<file path="config.mk">
export PLATFORM = sky130hd
export DESIGN_NAME = regfile_bist_flat
export DESIGN_NICKNAME = d
export VERILOG_FILES = /design/src/rtl/regfile_bist_pkg.sv /design/src/rtl/regfile_bist_if.sv /design/src/rtl/regfile_bist_cmp.sv /design/src/rtl/regfile_bist.sv /design/src/flat_wrapper.sv
export SDC_FILE = /design/constraint.sdc
export NUM_CORES = 1
export LEC_CHECK = 0
export ABC_CLOCK_PERIOD_IN_PS = 2690
export BUFFER_PORTS_ARGS = -buffer_cell sky130_fd_sc_hd__clkbuf_2
export CORE_AREA = 5 5 83 85
export CTS_CLUSTER_DIAMETER = 50
export DETAILED_ROUTE_END_ITERATION = 7
export DIE_AREA = 0 0 88 90
export GPL_ROUTABILITY_DRIVEN = 0
export PLACE_DENSITY = 0.82
export SYNTH_ARGS = -nofsm -noshare
export SYNTH_HDL_FRONTEND = slang
export SYNTH_SLANG_ARGS = --single-unit
</file>
<file path="constraint.sdc">
create_clock -name Clk -period 2.69 [get_ports Clk]
set_input_delay 0.538 -clock Clk [delete_from_list [all_inputs] [get_ports Clk]]
set_output_delay 0.538 -clock Clk [all_outputs]
set_load 0.02 [all_outputs]
</file>
<file path="src/rtl/regfile_bist_pkg.sv">
// regfile_bist_pkg: shared types and helpers for the register-file BIST.
//   state_e          run-order FSM states
//   PHASE_*          FailPhase codes reported for the read phase of a mismatch
//   PHASE_LEN        registers visited per phase
//   pat()            data pattern generator
//   next_phase()     run-order successor of a non-idle state
package regfile_bist_pkg;

    typedef enum logic [2:0] {
        StIdle,
        StW0,
        StR0,
        StWx,
        StRx,
        StW1,
        StR1,
        StDone
    } state_e;

    localparam logic [1:0] PHASE_R0 = 2'd0;
    localparam logic [1:0] PHASE_RX = 2'd1;
    localparam logic [1:0] PHASE_R1 = 2'd2;

    localparam int unsigned PHASE_LEN = 32;
    localparam logic [4:0]  IDX_LAST  = 5'(PHASE_LEN - 1);

    // pat0(r) = seed + r, pat1(r) = ~pat0(r), all mod 2^32.
    function automatic logic [31:0] pat(input logic [31:0] seed,
                                        input logic [4:0]  r,
                                        input logic        inv);
        logic [31:0] p;
        p = seed + {27'd0, r};
        return inv ? ~p : p;
    endfunction

    function automatic state_e next_phase(input state_e s);
        state_e n;
        unique case (s)
            StW0:    n = StR0;
            StR0:    n = StWx;
            StWx:    n = StRx;
            StRx:    n = StW1;
            StW1:    n = StR1;
            StR1:    n = StDone;
            default: n = StIdle;
        endcase
        return n;
    endfunction

endpackage

</file>
<file path="src/rtl/regfile_bist_if.sv">
// regfile_bist_if: port bundle between the BIST initiator and the 32x32 2R1W register file.
//   WriteData/WriteRegister/RegWrite   write port (BIST -> regfile)
//   ReadRegister1/ReadRegister2        read addresses (BIST -> regfile)
//   ReadData1/ReadData2                combinational read data (regfile -> BIST)
// master: the BIST side; slave: the register file side.
interface regfile_bist_if;

    logic [31:0] WriteData;
    logic [4:0]  WriteRegister;
    logic        RegWrite;
    logic [4:0]  ReadRegister1;
    logic [4:0]  ReadRegister2;
    logic [31:0] ReadData1;
    logic [31:0] ReadData2;

    modport master (
        output WriteData,
        output WriteRegister,
        output RegWrite,
        output ReadRegister1,
        output ReadRegister2,
        input  ReadData1,
        input  ReadData2
    );

    modport slave (
        input  WriteData,
        input  WriteRegister,
        input  RegWrite,
        input  ReadRegister1,
        input  ReadRegister2,
        output ReadData1,
        output ReadData2
    );

endinterface

</file>
<file path="src/rtl/regfile_bist_cmp.sv">
// regfile_bist_cmp: combinational check of both read ports against the expected pattern.
//   idx_i       current index; port 1 reads idx, port 2 reads 31-idx
//   inv_i       1 when the expected data is pat1 (R1 phase)
//   rdata1_i    ReadData1 from the register file
//   rdata2_i    ReadData2 from the register file
//   mismatch_o  hit flag: either port differs from its expected value
//   fail_reg_o  failing register, port 1 taking priority over port 2
module regfile_bist_cmp
    import regfile_bist_pkg::*;
#(
    parameter logic [31:0] SEED = 32'hA5A5_0000
) (
    input  logic [4:0]  idx_i,
    input  logic        inv_i,
    input  logic [31:0] rdata1_i,
    input  logic [31:0] rdata2_i,
    output logic        mismatch_o,
    output logic [4:0]  fail_reg_o
);

    logic [4:0]  addr1;
    logic [4:0]  addr2;
    logic [31:0] exp1;
    logic [31:0] exp2;
    logic        miss1;
    logic        miss2;

    always_comb begin
        addr1 = idx_i;
        addr2 = IDX_LAST - idx_i;
        // Register 0 is hard-wired to zero regardless of what was written.
        exp1  = (addr1 == 5'd0) ? 32'd0 : pat(SEED, addr1, inv_i);
        exp2  = (addr2 == 5'd0) ? 32'd0 : pat(SEED, addr2, inv_i);
        miss1 = (rdata1_i != exp1);
        miss2 = (rdata2_i != exp2);
        mismatch_o = miss1 | miss2;
        fail_reg_o = miss1 ? addr1 : addr2;
    end

endmodule

</file>
<file path="src/rtl/regfile_bist.sv">
// regfile_bist: built-in self-test initiator for the 32x32 two-read/one-write register file.
// Runs W0 (write pat0), R0 (check), WX (write pat1 with RegWrite=0), RX (check pat0 survived),
// W1 (write pat1), R1 (check), then reports a verdict in DONE.
//   Clk        clock, rising edge
//   Reset_n    asynchronous active-low reset
//   Start      begin a run; honoured only in IDLE and DONE
//   Busy       run in progress
//   Done       verdict available; held until the next run or reset
//   Pass       verdict, valid while Done
//   FailReg    register index of the first mismatch
//   FailPhase  read phase of the first mismatch (PHASE_R0/RX/R1)
//   rf         register-file write/read ports (master side)
module regfile_bist
    import regfile_bist_pkg::*;
#(
    parameter logic [31:0] SEED = 32'hA5A5_0000
) (
    input  logic                  Clk,
    input  logic                  Reset_n,
    input  logic                  Start,
    output logic                  Busy,
    output logic                  Done,
    output logic                  Pass,
    output logic [4:0]            FailReg,
    output logic [1:0]            FailPhase,
    regfile_bist_if.master        rf
);

    state_e      state_q, state_d;
    logic [4:0]  idx_q, idx_d;
    logic        pass_q, pass_d;
    logic [4:0]  fail_reg_q, fail_reg_d;
    logic [1:0]  fail_phase_q, fail_phase_d;

    logic        read_inv;
    logic [1:0]  read_phase;
    logic        mismatch;
    logic [4:0]  cmp_fail_reg;
    state_e      phase_next;

    regfile_bist_cmp #(
        .SEED (SEED)
    ) u_cmp (
        .idx_i      (idx_q),
        .inv_i      (read_inv),
        .rdata1_i   (rf.ReadData1),
        .rdata2_i   (rf.ReadData2),
        .mismatch_o (mismatch),
        .fail_reg_o (cmp_fail_reg)
    );

    // Register-file drive: Moore function of state and idx only.
    always_comb begin
        rf.WriteData     = '0;
        rf.WriteRegister = '0;
        rf.RegWrite      = 1'b0;
        rf.ReadRegister1 = '0;
        rf.ReadRegister2 = '0;
        read_inv         = 1'b0;
        read_phase       = PHASE_R0;
        unique case (state_q)
            StW0: begin
                rf.WriteRegister = idx_q;
                rf.WriteData     = pat(SEED, idx_q, 1'b0);
                rf.RegWrite      = 1'b1;
            end
            StWx: begin
                // Enable held low: the register file must ignore this data.
                rf.WriteRegister = idx_q;
                rf.WriteData     = pat(SEED, idx_q, 1'b1);
            end
            StW1: begin
                rf.WriteRegister = idx_q;
                rf.WriteData     = pat(SEED, idx_q, 1'b1);
                rf.RegWrite      = 1'b1;
            end
            StR0, StRx, StR1: begin
                rf.ReadRegister1 = idx_q;
                rf.ReadRegister2 = IDX_LAST - idx_q;
                read_inv         = (state_q == StR1);
                read_phase       = (state_q == StR0) ? PHASE_R0 :
                                   (state_q == StRx) ? PHASE_RX : PHASE_R1;
            end
            default: ;
        endcase
    end

    // Next-state, index and verdict.
    always_comb begin
        state_d      = state_q;
        idx_d        = idx_q;
        pass_d       = pass_q;
        fail_reg_d   = fail_reg_q;
        fail_phase_d = fail_phase_q;
        phase_next   = next_phase(state_q);
        unique case (state_q)
            StIdle, StDone: begin
                if (Start) begin
                    state_d      = StW0;
                    idx_d        = '0;
                    pass_d       = 1'b0;
                    fail_reg_d   = '0;
                    fail_phase_d = '0;
                end
            end
            StW0, StWx, StW1: begin
                idx_d = idx_q + 5'd1;
                if (idx_q == IDX_LAST) begin
                    state_d = phase_next;
                end
            end
            StR0, StRx, StR1: begin
                if (mismatch) begin
                    // Leaving for DONE right away means only the first mismatch is kept.
                    state_d      = StDone;
                    idx_d        = '0;
                    pass_d       = 1'b0;
                    fail_reg_d   = cmp_fail_reg;
                    fail_phase_d = read_phase;
                end else begin
                    idx_d = idx_q + 5'd1;
                    if (idx_q == IDX_LAST) begin
                        state_d = phase_next;
                        pass_d  = (phase_next == StDone);
                    end
                end
            end
            default: begin
                state_d = StIdle;
                idx_d   = '0;
            end
        endcase
    end

    always_ff @(posedge Clk or negedge Reset_n) begin
        if (!Reset_n) begin
            state_q      <= StIdle;
            idx_q        <= '0;
            pass_q       <= 1'b0;
            fail_reg_q   <= '0;
            fail_phase_q <= '0;
        end else begin
            state_q      <= state_d;
            idx_q        <= idx_d;
            pass_q       <= pass_d;
            fail_reg_q   <= fail_reg_d;
            fail_phase_q <= fail_phase_d;
        end
    end

    assign Busy      = (state_q != StIdle) && (state_q != StDone);
    assign Done      = (state_q == StDone);
    assign Pass      = pass_q;
    assign FailReg   = fail_reg_q;
    assign FailPhase = fail_phase_q;

endmodule

</file>
<file path="src/flat_wrapper.sv">
// flat-port wrapper written by rule: the top's interface ports become plain ports
module regfile_bist_flat import regfile_bist_pkg::*;
#(
    parameter logic [31:0] SEED = 32'hA5A5_0000
)
  (Clk, Reset_n, Start, Busy, Done, Pass, FailReg, FailPhase, rf_WriteData, rf_WriteRegister, rf_RegWrite, rf_ReadRegister1, rf_ReadRegister2, rf_ReadData1, rf_ReadData2);
  regfile_bist_if rf_i ();
  input  logic Clk;
  input  logic Reset_n;
  input  logic Start;
  output logic Busy;
  output logic Done;
  output logic Pass;
  output logic [4:0] FailReg;
  output logic [1:0] FailPhase;
  output wire logic [$bits(rf_i.WriteData)-1:0] rf_WriteData;
  output wire logic [$bits(rf_i.WriteRegister)-1:0] rf_WriteRegister;
  output wire logic [$bits(rf_i.RegWrite)-1:0] rf_RegWrite;
  output wire logic [$bits(rf_i.ReadRegister1)-1:0] rf_ReadRegister1;
  output wire logic [$bits(rf_i.ReadRegister2)-1:0] rf_ReadRegister2;
  input wire logic [$bits(rf_i.ReadData1)-1:0] rf_ReadData1;
  input wire logic [$bits(rf_i.ReadData2)-1:0] rf_ReadData2;
  assign rf_WriteData = rf_i.WriteData;
  assign rf_WriteRegister = rf_i.WriteRegister;
  assign rf_RegWrite = rf_i.RegWrite;
  assign rf_ReadRegister1 = rf_i.ReadRegister1;
  assign rf_ReadRegister2 = rf_i.ReadRegister2;
  assign rf_i.ReadData1 = rf_ReadData1;
  assign rf_i.ReadData2 = rf_ReadData2;
  regfile_bist #(.SEED(SEED)) u_core (.Clk(Clk), .Reset_n(Reset_n), .Start(Start), .Busy(Busy), .Done(Done), .Pass(Pass), .FailReg(FailReg), .FailPhase(FailPhase), .rf(rf_i));
endmodule
</file>
**After elaboration in Yosys (flattened, before gate mapping)**

Index checks and enable logic that the tools add are counted.

- Add/subtract/negate cells: 4
- Multiply operators: 0
- Divide/modulo/power cells: 0
- $lt $le $gt $ge: 0
- Equality and inequality tests: 15
- Shifts and indexed selects: 0
- Mux-type cells: 30
- Bitwise gates (word level): 3
- Reduce and logical (&&, ||, !) cells: 13

Operators with widths:

| kind | count |
|---|---|
| 32-bit 2-to-1 mux | 4 |
| 32-bit by 5-bit adder with 32-bit output, first input constant | 2 |
| 32-bit inequality test | 2 |
| 32-bit inverter | 2 |
| 32-bit case mux with 2 select lines | 1 |
| 5-bit 2-to-1 mux | 7 |
| 3-bit case mux with 6 select lines | 1 |
| 3-bit == test, second input constant | 5 |
| 5-bit case mux with 3 select lines | 1 |
| 5-bit zero test | 2 |
| 5-bit case mux with 2 select lines | 1 |
| 3-bit 2-to-1 mux | 3 |
| 3-bit case mux with 3 select lines | 1 |
| 2-bit 2-to-1 mux | 4 |
| 3-bit by 2-bit == test with 1-bit output, second input constant | 2 |
| 3-bit AND reduction | 2 |
| 2-bit OR reduction | 3 |
| 3-bit OR reduction | 2 |
| 5-bit by 1-bit adder with 5-bit output, second input constant | 1 |
| 5-bit == test, second input constant | 1 |
| 1-bit 2-to-1 mux | 5 |
| 5-bit subtractor, first input constant | 1 |
| 2-bit case mux with 2 select lines | 1 |
| 3-bit by 1-bit == test with 1-bit output, second input constant | 1 |
| other kinds (10) | 10 |

- Register bits after elaboration: 16
- Bits in latches: 0
- Bits in writable memories: 0
- Memory bits (read-only): 0
- Input bits: 67
- Output and inout port bits: 58
- Word-level logic and storage cells: 70
- Memories: 0

**Depth between registers and ports, before layout**

Gate-level depths: netlist of run 1.

- Depth in word-level cells: 9
- Mapped depth: 13
- Gate-level depth less buffers: 10

**By module**

A second synthesis of run 1 with hierarchy kept.

- Cell total of the unflattened synthesis: 277
- Area, all modules: 2202.1 um^2

Modules (own cells, without submodules):

| module | times used | cells each | area each (um^2) | seq. area each (um^2) |
|---|---|---|---|---|
| regfile_bist | 1 | 160 | 1397.6 | 400.4 |
| regfile_bist_cmp | 1 | 117 | 804.5 | 0.0 |

**Worst setup path after synthesis of run 1**

OpenSTA, ideal clock, no wires.

- Kind: register -> register
- Start point: register u_core.idx_q[2]
- End point: register u_core.idx_q[3]
- Library setup time: 0.096 ns
- Arrival time: 2.815 ns
- Required time: 2.594 ns
- Slack: -0.220 ns
- Stages on the path, launching flop included: 12
- Buffers on the path: 3
- Clock period less this slack: 2.910 ns
- Path through: dfrtp_1 -> buf_2 -> clkbuf_1 -> and3_1 -> ha_1 -> or4_1 -> a222oi_1 -> o31a_1 -> o2111a_1 -> buf_6 -> a41oi_1 -> a311oi_2

- Cells in the longest elaborated chain, start to end: 9
- Elaborated cells on any way between the ends: 17
- Classes of those cells: add/sub (4); eq/ne (2); mux (6); bitwise (3); reduce/logical (2)

RTL lines:

| element | RTL line | RTL |
|---|---|---|
| start: declaration | regfile_bist.sv:30 | `logic [4:0] idx_q, idx_d;` |
| start signal: assignment | regfile_bist.sv:144 | `idx_q <= idx_d;` |
| 5-bit subtractor | regfile_bist_cmp.sv:30 | `addr2 = IDX_LAST - idx_i;` |
| 32-bit by 5-bit adder with 32-bit output | regfile_bist_pkg.sv:32 | `p = seed + {27'd0, r};` |
| 32-bit inverter | regfile_bist_pkg.sv:33 | `return inv ? ~p : p;` |
| 32-bit 2-to-1 mux | regfile_bist_pkg.sv:33 |  |
| 32-bit 2-to-1 mux | regfile_bist_cmp.sv:33 | `exp2 = (addr2 == 5'd0) ? 32'd0 : pat(SEED, addr2, inv_i);` |
| 32-bit inequality test | regfile_bist_cmp.sv:35 | `miss2 = (rdata2_i != exp2);` |
| 1-bit bitwise OR | regfile_bist_cmp.sv:36 | `mismatch_o = miss1 \| miss2;` |
| 5-bit 2-to-1 mux | regfile_bist.sv:113 | `if (mismatch) begin` |
| 5-bit case mux with 3 select lines (*) | regfile_bist.sv:96 | `unique case (state_q)` |

Every way passes the cells marked *; elsewhere a longest branch is shown, timed or not.
A chain may end at the register's enable or synchronous reset.

**Final worst setup path of run 1**

- Start point: register u_core.idx_q[0]
- End point: register u_core.state_q[2]

- Cells in the longest elaborated chain, start to end: 9
- Elaborated cells on any way between the ends: 18
- Classes of those cells: add/sub (3); eq/ne (3); mux (7); bitwise (3); reduce/logical (2)

RTL lines:

| element | RTL line | RTL |
|---|---|---|
| 5-bit subtractor | regfile_bist_cmp.sv:30 |  |
| 32-bit by 5-bit adder with 32-bit output | regfile_bist_pkg.sv:32 |  |
| 32-bit inverter | regfile_bist_pkg.sv:33 |  |
| 32-bit 2-to-1 mux | regfile_bist_pkg.sv:33 |  |
| 32-bit 2-to-1 mux | regfile_bist_cmp.sv:33 |  |
| 32-bit inequality test | regfile_bist_cmp.sv:35 |  |
| 1-bit bitwise OR | regfile_bist_cmp.sv:36 |  |
| 3-bit 2-to-1 mux | regfile_bist.sv:113 |  |
| 3-bit case mux with 3 select lines (*) | regfile_bist.sv:96 |  |
| end signal: assignment | regfile_bist.sv:137 | `state_q <= StIdle;` |
| end signal: assignment | regfile_bist.sv:143 | `state_q <= state_d;` |
| end: declaration | regfile_bist.sv:29 | `state_e state_q, state_d;` |

Marks and branches as above.

==> flow_metrics.py, run 1 <==
metrics = {
    "global_routing": {
        "antenna_found_initial": 0,
        "grt_overflow": 0,
        "grt_pass1_vias": 2955,
        "grt_pass1_wl_mm": 13.5,
        "track_usage_pct": 20.4,
        "grt_max_degree": 21,
    },
    "die": {
        "ios": 125,
        "chipWidth_um": 88,
        "coreArea_um2": 6130,
        "rows": 29,
        "die_area_um2": 7920,
        "start_util_pct": 39.7,
        "die_y_um": 90,
    },
    "clocking": {
        "h-tree-depth": 1,
        "clockBufferDepth": 2,
        "root_buffer": "clkbuf_8",
        "clkTransAtPathRegs_ns": 0.07,
        "cts_buffers": 3,
        "cts_tree": "yes",
        "insertion_delay_ns": 0.25,
        "cts.sinks": 16,
    },
    "place": {
        "dp_hpwl_mm": 6.66,
        "place_area_um2": 3100,
        "io_buffer_count": 124,
    },
    "timing": {
        "setup_viol": 0,
        "fin_crit_ns": 2.67,
        "maxSlewHeadroom_pct": 65.3,
        "setup_tns_ns": 0,
        "worst_pin_slew_ns": 0.519,
        "timing.final.crit_share_pct": 99.4,
        "hold_viol_final": 0,
        "rsz0062_at_grt": "yes",
        "fmaxAchievable_ghz": 0.374,
        "maxSlewViolCount": 0,
        "clock_skew_ns": 0.000620,
    },
    "logic_synthesis": {
        "ys_seq_elements": 16,
        "synth_edf_count": 0,
        "netlist_instances": 334,
        "syn_avg_cell_area_um2": 7.29,
        "ys_seq_area_share_pct": 16.4,
        "yosysWarningCount": 0,
        "synth-main-ff-cell": "dfrtp_1",
        "syn-num-nets": 405,
        "netlist_top_cells_area": "dfrtp_1, buf_4, nand4_1",
        "async_reset_ff_share_pct": 100,
        "synth.distinct_cells": 69,
        "synth_top_area_share_pct": 16.4,
        "synth_area_leader_cell": "dfrtp_1",
        "syn_area_um2": 2440,
    },
    "critical_path": {
        "crit_required_ns": 2.83,
        "max_stage_delay_ns": 0.41,
        "cp_max_fo": 5,
        "crit_type": "register to register",
        "cp_slowest_cell": "or4_4",
        "endpoint_kind": "register",
        "cp_cell_sequence": "ha_2 -> and3_4 -> ha_4 -> or4_4 -> a222oi_1 -> o31a_1 -> o2111a_2 -> buf_12 -> nand2_1 -> o31a_1",
        "crit_path_frequent_cell": "o31a_1",
        "crit_arrival_ns": 2.81,
        "reg2reg_slack_ns": 0.02,
        "crit_start": "u_core.idx_q[0]$_DFFE_PN0P_",
        "r2r_start": "u_core.idx_q[0]$_DFFE_PN0P_",
        "startpoint_type": "register",
    },
    "layout": {
        "drive_gt1_share_pct": 42.6,
        "fin_nets": 519,
        "finalInstanceArea_um2": 3300,
        "area.growth.synth_to_final_pct": 35.4,
        "fill_cells": 554,
        "antenna_cells": 0,
    },
    "detailed_routing": {
        "dr.pass1.iters": 5,
        "drt_iter0_markers": 235,
        "postRouteAntennaNets": 0,
        "wl_per_cell_um": 16.6,
        "route.detailed.drc": 0,
        "via_per_inst": 6.05,
        "routed_wirelength_mm": 8.70,
        "routed-via-count": 3164,
    },
    "status": {
        "status": "completed",
    },
    "worst_hold_path": {
        "hold_class": "primary input to asynchronous set/reset pin",
    },
    "job": {
        "cap_violations": 0,
    },
    "pwr": {
        "p_per_area_nw_per_um2": 1030,
        "ir_worst_vdd_mv": 0.783,
        "leakage_uw": 0.00153,
    },
}
==> through the flow <==
stage | setup WS [ns] | hold slack (ns) | cells | util [%] | total power, uW
2_1_floorplan | 0.00591 | 0.242 | 334 | - | 2510
3_3_place_gp | 0.0152 | 0.493 | 517 | 50.6 | 3010
3_5_place_dp | -0.0766 | 0.500 | 517 | 50.6 | 3080
4_1_cts | -0.0144 | 0.230 | 522 | 52.6 | 3320
5_1_grt | -0.0969 | 0.246 | 523 | 53.8 | 3630
6_report | 0.0167 | 0.217 | 523 | 53.8 | 3400
==> cell usage after synthesis (6+ instances only) <==
cell / instances
a21oi_1: 12
and3_1: 10
buf_4: 27
clkbuf_1: 11
dfrtp_1: 16
inv_1: 9
mux2i_1: 8
nand2_1: 24
nand2b_1: 8
nand3_1: 9
nand4_1: 24
nor2_1: 34
nor2b_1: 6
nor3_1: 6
nor4_1: 12
nor4b_1: 6
o21ai_0: 15
o21ai_1: 6
==> path summary, 6_finish.rpt <==
| kind | to | cells past startpoint |
|---|---|---|
| hold / removal | u_core.Pass$_DFFE_PN0P_ | 1 |
| setup / recovery | u_core.state_q[2]$_DFFE_PN0P_ | 10 |
| min in group Clk | u_core.FailReg[2]$_DFFE_PN0P_ | 2 |
| hold reg to reg | u_core.FailReg[2]$_DFFE_PN0P_ | 2 |
| max in group asynchronous | u_core.FailPhase[0]$_DFFE_PN0P_ | 1 |
| setup reg to reg | u_core.state_q[2]$_DFFE_PN0P_ | 10 |
==> what timing repair did <==
item                       4_1_cts  5_1_grt
buffers inserted                 1        2
setup endpoints to repair       14       16
hold buffers                     0        0
pin swaps                        5        9
gates resized for setup         11       13
cloned                           1        0
==> cell families (layout without fill, tap and decap cells) <==
family	count (synthesis)	count (layout)	share of synthesized area (%)
simple gates	169	169	40.2
compound gates	70	70	20.4
buf+inv	58	170	14.0
flops	16	16	16.4
mux	9	9	3.75
xor+xnor	8	8	3.18
fa+ha+maj	4	4	2.05
==> flip-flops by register name (all words and copies together) (netlist names) <==
register,count
u_core.state_q,3
u_core.idx_q,5
u_core.FailPhase,2
u_core.FailReg,5
u_core.Pass,1
==> critical path: cells and delay by family (launching register included) <==
kind / cells / cell delay, ns
simple gates: 3 / 0.66
flops: 1 / 0.38
buf+inv: 1 / 0.14
compound gates: 4 / 1.04
fa+ha+maj: 2 / 0.35
==> power breakdown <==
group	switching [uW]	internal [uW]
clock network	87.0	99.5
registers	104	334
logic	1820	963
total	2010	1400
==> layout make-up <==
type	count	area, um2	area share (%)
multi-input cells	260	1820	55.2
repair buffers	156	898	27.2
flip-flops and latches	16	400	12.1
well taps	77	96.3	2.92
clock buffers	3	41.3	1.25
inverters	11	41.3	1.25
==> routing by layer <==
| metal | global-route usage, % | vias up | part of all wire, % |
|---|---|---|---|
| met3 | 3.47 | 20 | 9.5 |
| met5 | 0 | - | 0 |
| li1 | - | 1456 | - |
| met4 | 6.14 | 0 | 2.0 |
| met2 | 35.2 | 207 | 49 |
| met1 | 25.4 | 1481 | 39 |
==> cell usage in the layout, fill, tap and decap left out, drive strengths merged, types with 5 or more instances in the layout <==
| cell | n |
|---|---|
| dfrtp | 16 |
| nand4 | 24 |
| or3 | 5 |
| nand3 | 10 |
| and3 | 10 |
| clkbuf | 127 |
| nor3b | 5 |
| nor4 | 13 |
| nand2b | 8 |
| xnor2 | 6 |
| o21ai | 21 |
| nor2b | 6 |
| mux2i | 8 |
| a22oi | 5 |
| inv | 10 |
| nand2 | 24 |
| nor3 | 7 |
| a21oi | 12 |
| nor4b | 7 |
| nor2 | 34 |
| buf | 32 |
Power figures use the tool's default switching activity.
==> inputs of run 2 (changes only) <==
--- a/config.mk
+++ b/config.mk
@@ -6,7 +6,7 @@
 export NUM_CORES = 1
 export LEC_CHECK = 0
 export ABC_CLOCK_PERIOD_IN_PS = 2690
-export BUFFER_PORTS_ARGS = -buffer_cell sky130_fd_sc_hd__clkbuf_2
+export BUFFER_PORTS_ARGS = -buffer_cell sky130_fd_sc_hd__buf_2
 export CORE_AREA = 5 5 83 85
 export CTS_CLUSTER_DIAMETER = 50
 export DETAILED_ROUTE_END_ITERATION = 7
==> flow_metrics.py, run 2 (same netlist as run 1, synthesis figures left out) <==
metrics = {
    "status": {
        "status": "finished with violations",
        "violations": "negative setup slack",
    },
    "detailed_routing": {
        "postRouteAntennaNets": 0,
        "met3WireLength_um": 791,
        "via_per_inst": 5.88,
        "routed_wirelength_mm": 8.42,
        "met2_wirelength_mm": 4.14,
        "topRoutingLayerUsed": "met4",
        "drt-met1-wl_mm": 3.30,
        "wl_per_cell_um": 16.0,
        "drt_iter0_markers": 150,
        "dr.pass1.iters": 5,
        "route.detailed.drc": 0,
        "routed-via-count": 3092,
    },
    "die": {
        "rows": 29,
        "start_util_pct": 39.7,
        "chipWidth_um": 88,
        "die_area_um2": 7920,
        "coreArea_um2": 6130,
        "die_y_um": 90,
        "ios": 125,
    },
    "layout": {
        "layout_commonest_cell": "buf_2",
        "antenna_cells": 0,
        "mostFrequentLayoutCells": "buf_2, nor2_1, buf_4",
        "finalInstanceArea_um2": 3270,
        "fill_cells": 562,
        "area.growth.synth_to_final_pct": 34.2,
        "fin_nets": 521,
        "drive_gt1_share_pct": 42.3,
    },
    "timing": {
        "hold_viol_final": 0,
        "timing.final.crit_share_pct": 100,
        "setup_viol": 1,
        "rsz0062_at_grt": "yes",
        "fin_crit_ns": 2.69,
        "clock_skew_ns": 0.00369,
        "setup_tns_ns": -0.00290,
        "maxSlewViolCount": 0,
        "fmaxAchievable_ghz": 0.371,
        "worst_slack_ns": -0.00290,
        "maxSlewHeadroom_pct": 69.3,
        "worst_pin_slew_ns": 0.459,
    },
    "clocking": {
        "cts_buffers": 3,
        "clockBufferDepth": 2,
        "cts_tree": "yes",
        "root_buffer": "clkbuf_8",
        "h-tree-depth": 1,
        "cts.sinks": 16,
        "hold_buffers": 0,
        "clkTransAtPathRegs_ns": 0.07,
        "post-cts-setup-buffers": 0,
        "insertion_delay_ns": 0.25,
    },
    "pwr": {
        "ir_worst_vdd_mv": 0.778,
        "power.internal_uw": 1430,
        "netSwitchingFraction_pct": 57.8,
        "pwr-share-comb_pct": 80.7,
        "pwr-share-clk_pct": 6.4,
        "p_per_area_nw_per_um2": 1040,
        "leakage_uw": 0.00155,
        "p_sw_uw": 1960,
        "power_frac_seq_pct": 12.8,
    },
    "global_routing": {
        "grt_max_degree": 21,
        "grt_pass1_vias": 2887,
        "track_usage_pct": 19.6,
        "grt_overflow": 0,
        "grt_pass1_wl_mm": 13.0,
        "antenna_found_initial": 0,
    },
    "critical_path": {
        "r2r_start": "u_core.idx_q[1]$_DFFE_PN0P_",
        "cp_max_fo": 5,
        "crit_type": "register to register",
        "cp_top_family": "compound AO/OA/AOI/OAI gates",
        "critPathBufInv": 1,
        "r2r_end": "u_core.state_q[0]$_DFFE_PN0P_",
        "cp_slowest_cell": "or4_4",
        "crit_arrival_ns": 2.84,
        "crit_required_ns": 2.83,
        "reg2reg_depth": 10,
        "startpoint_type": "register",
        "reg2reg_slack_ns": -0.003,
        "endpoint_kind": "register",
        "cp_cell_sequence": "ha_2 -> and3_4 -> ha_4 -> or4_4 -> a222oi_1 -> o31a_1 -> o2111a_2 -> buf_4 -> nand3_2 -> o21a_1",
        "max_stage_delay_ns": 0.41,
    },
    "place": {
        "place_ws_ns": -0.129,
        "io_buffer_count": 124,
        "place_area_um2": 3120,
        "dp_hpwl_mm": 6.77,
    },
    "job": {
        "cap_violations": 0,
    },
    "worst_hold_path": {
        "hold_class": "primary input to asynchronous set/reset pin",
    },
}
-- run 2: changes by cell type in the layout (fill, tap and decap cells not counted), sizes merged --
cell | before | now
buf | 32 | 158
clkbuf | 127 | 4
-- run 2: layout make-up --
cell class                      count  area (um2)  area share [%]
Multi-Input combinational cell    260        1790            54.6
Timing Repair Buffer              158         891            27.2
Sequential cell                    16         400            12.2
Tap cell                           77        96.3            2.95
Clock buffer                        4        55.1            1.68
Inverter                           11        41.3            1.26
-- run 2: per-stage QoR --
| step | hold WS (ns) | power [uW] | util, % | instances |
|---|---|---|---|---|
| after global routing | 0.222 | 3630 | 53.3 | 526 |
| after global placement | 0.478 | 3010 | 50.8 | 522 |
| after CTS | 0.214 | 3310 | 52.1 | 526 |
| after detailed placement | 0.485 | 3070 | 50.8 | 522 |
| after floorplan | 0.242 | 2510 | - | 334 |
| final | 0.208 | 3390 | 53.3 | 526 |
-- run 2: per-layer routing --
metal / track usage, % / vias to the layer above
met4: 5.88 / 0
met1: 23.8 / 1420
met5: 0 / -
met2: 34.4 / 185
met3: 3.38 / 21
li1: - / 1466
-- run 2: power groups by stage --
stage               sequential, uW  combinational, uW  clock [uW]
floorplan                      454               2050           0
detailed placement             428               2640           0
global placement               420               2590           0
global route                   448               2950         235
finish                         435               2740         218
CTS                            426               2670         221
-- run 2: timing repair --
action,CTS,global route
hold endpoints to repair,0,0
pin swaps,2,13
setup endpoints to repair,14,16
resized for setup,8,14
-- run 2: worst max path at each step --
stage	to	slack (ns)	startpoint	cells past startpoint
final	u_core.state_q[0]$_DFFE_PN0P_	-0.003	u_core.idx_q[1]$_DFFE_PN0P_	10
after global routing	u_core.FailReg[2]$_DFFE_PN0P_	-0.08	u_core.idx_q[1]$_DFFE_PN0P_	10
after CTS	u_core.idx_q[3]$_DFFE_PN0P_	0.01	u_core.idx_q[1]$_DFFE_PN0P_	10
after detailed placement	u_core.FailReg[2]$_DFFE_PN0P_	-0.13	u_core.idx_q[0]$_DFFE_PN0P_	10
after global placement	u_core.FailReg[1]$_DFFE_PN0P_	-0.03	u_core.idx_q[0]$_DFFE_PN0P_	10
after floorplan	u_core.state_q[2]$_DFFE_PN0P_	0.006	u_core.idx_q[2]$_DFFE_PN0P_	12
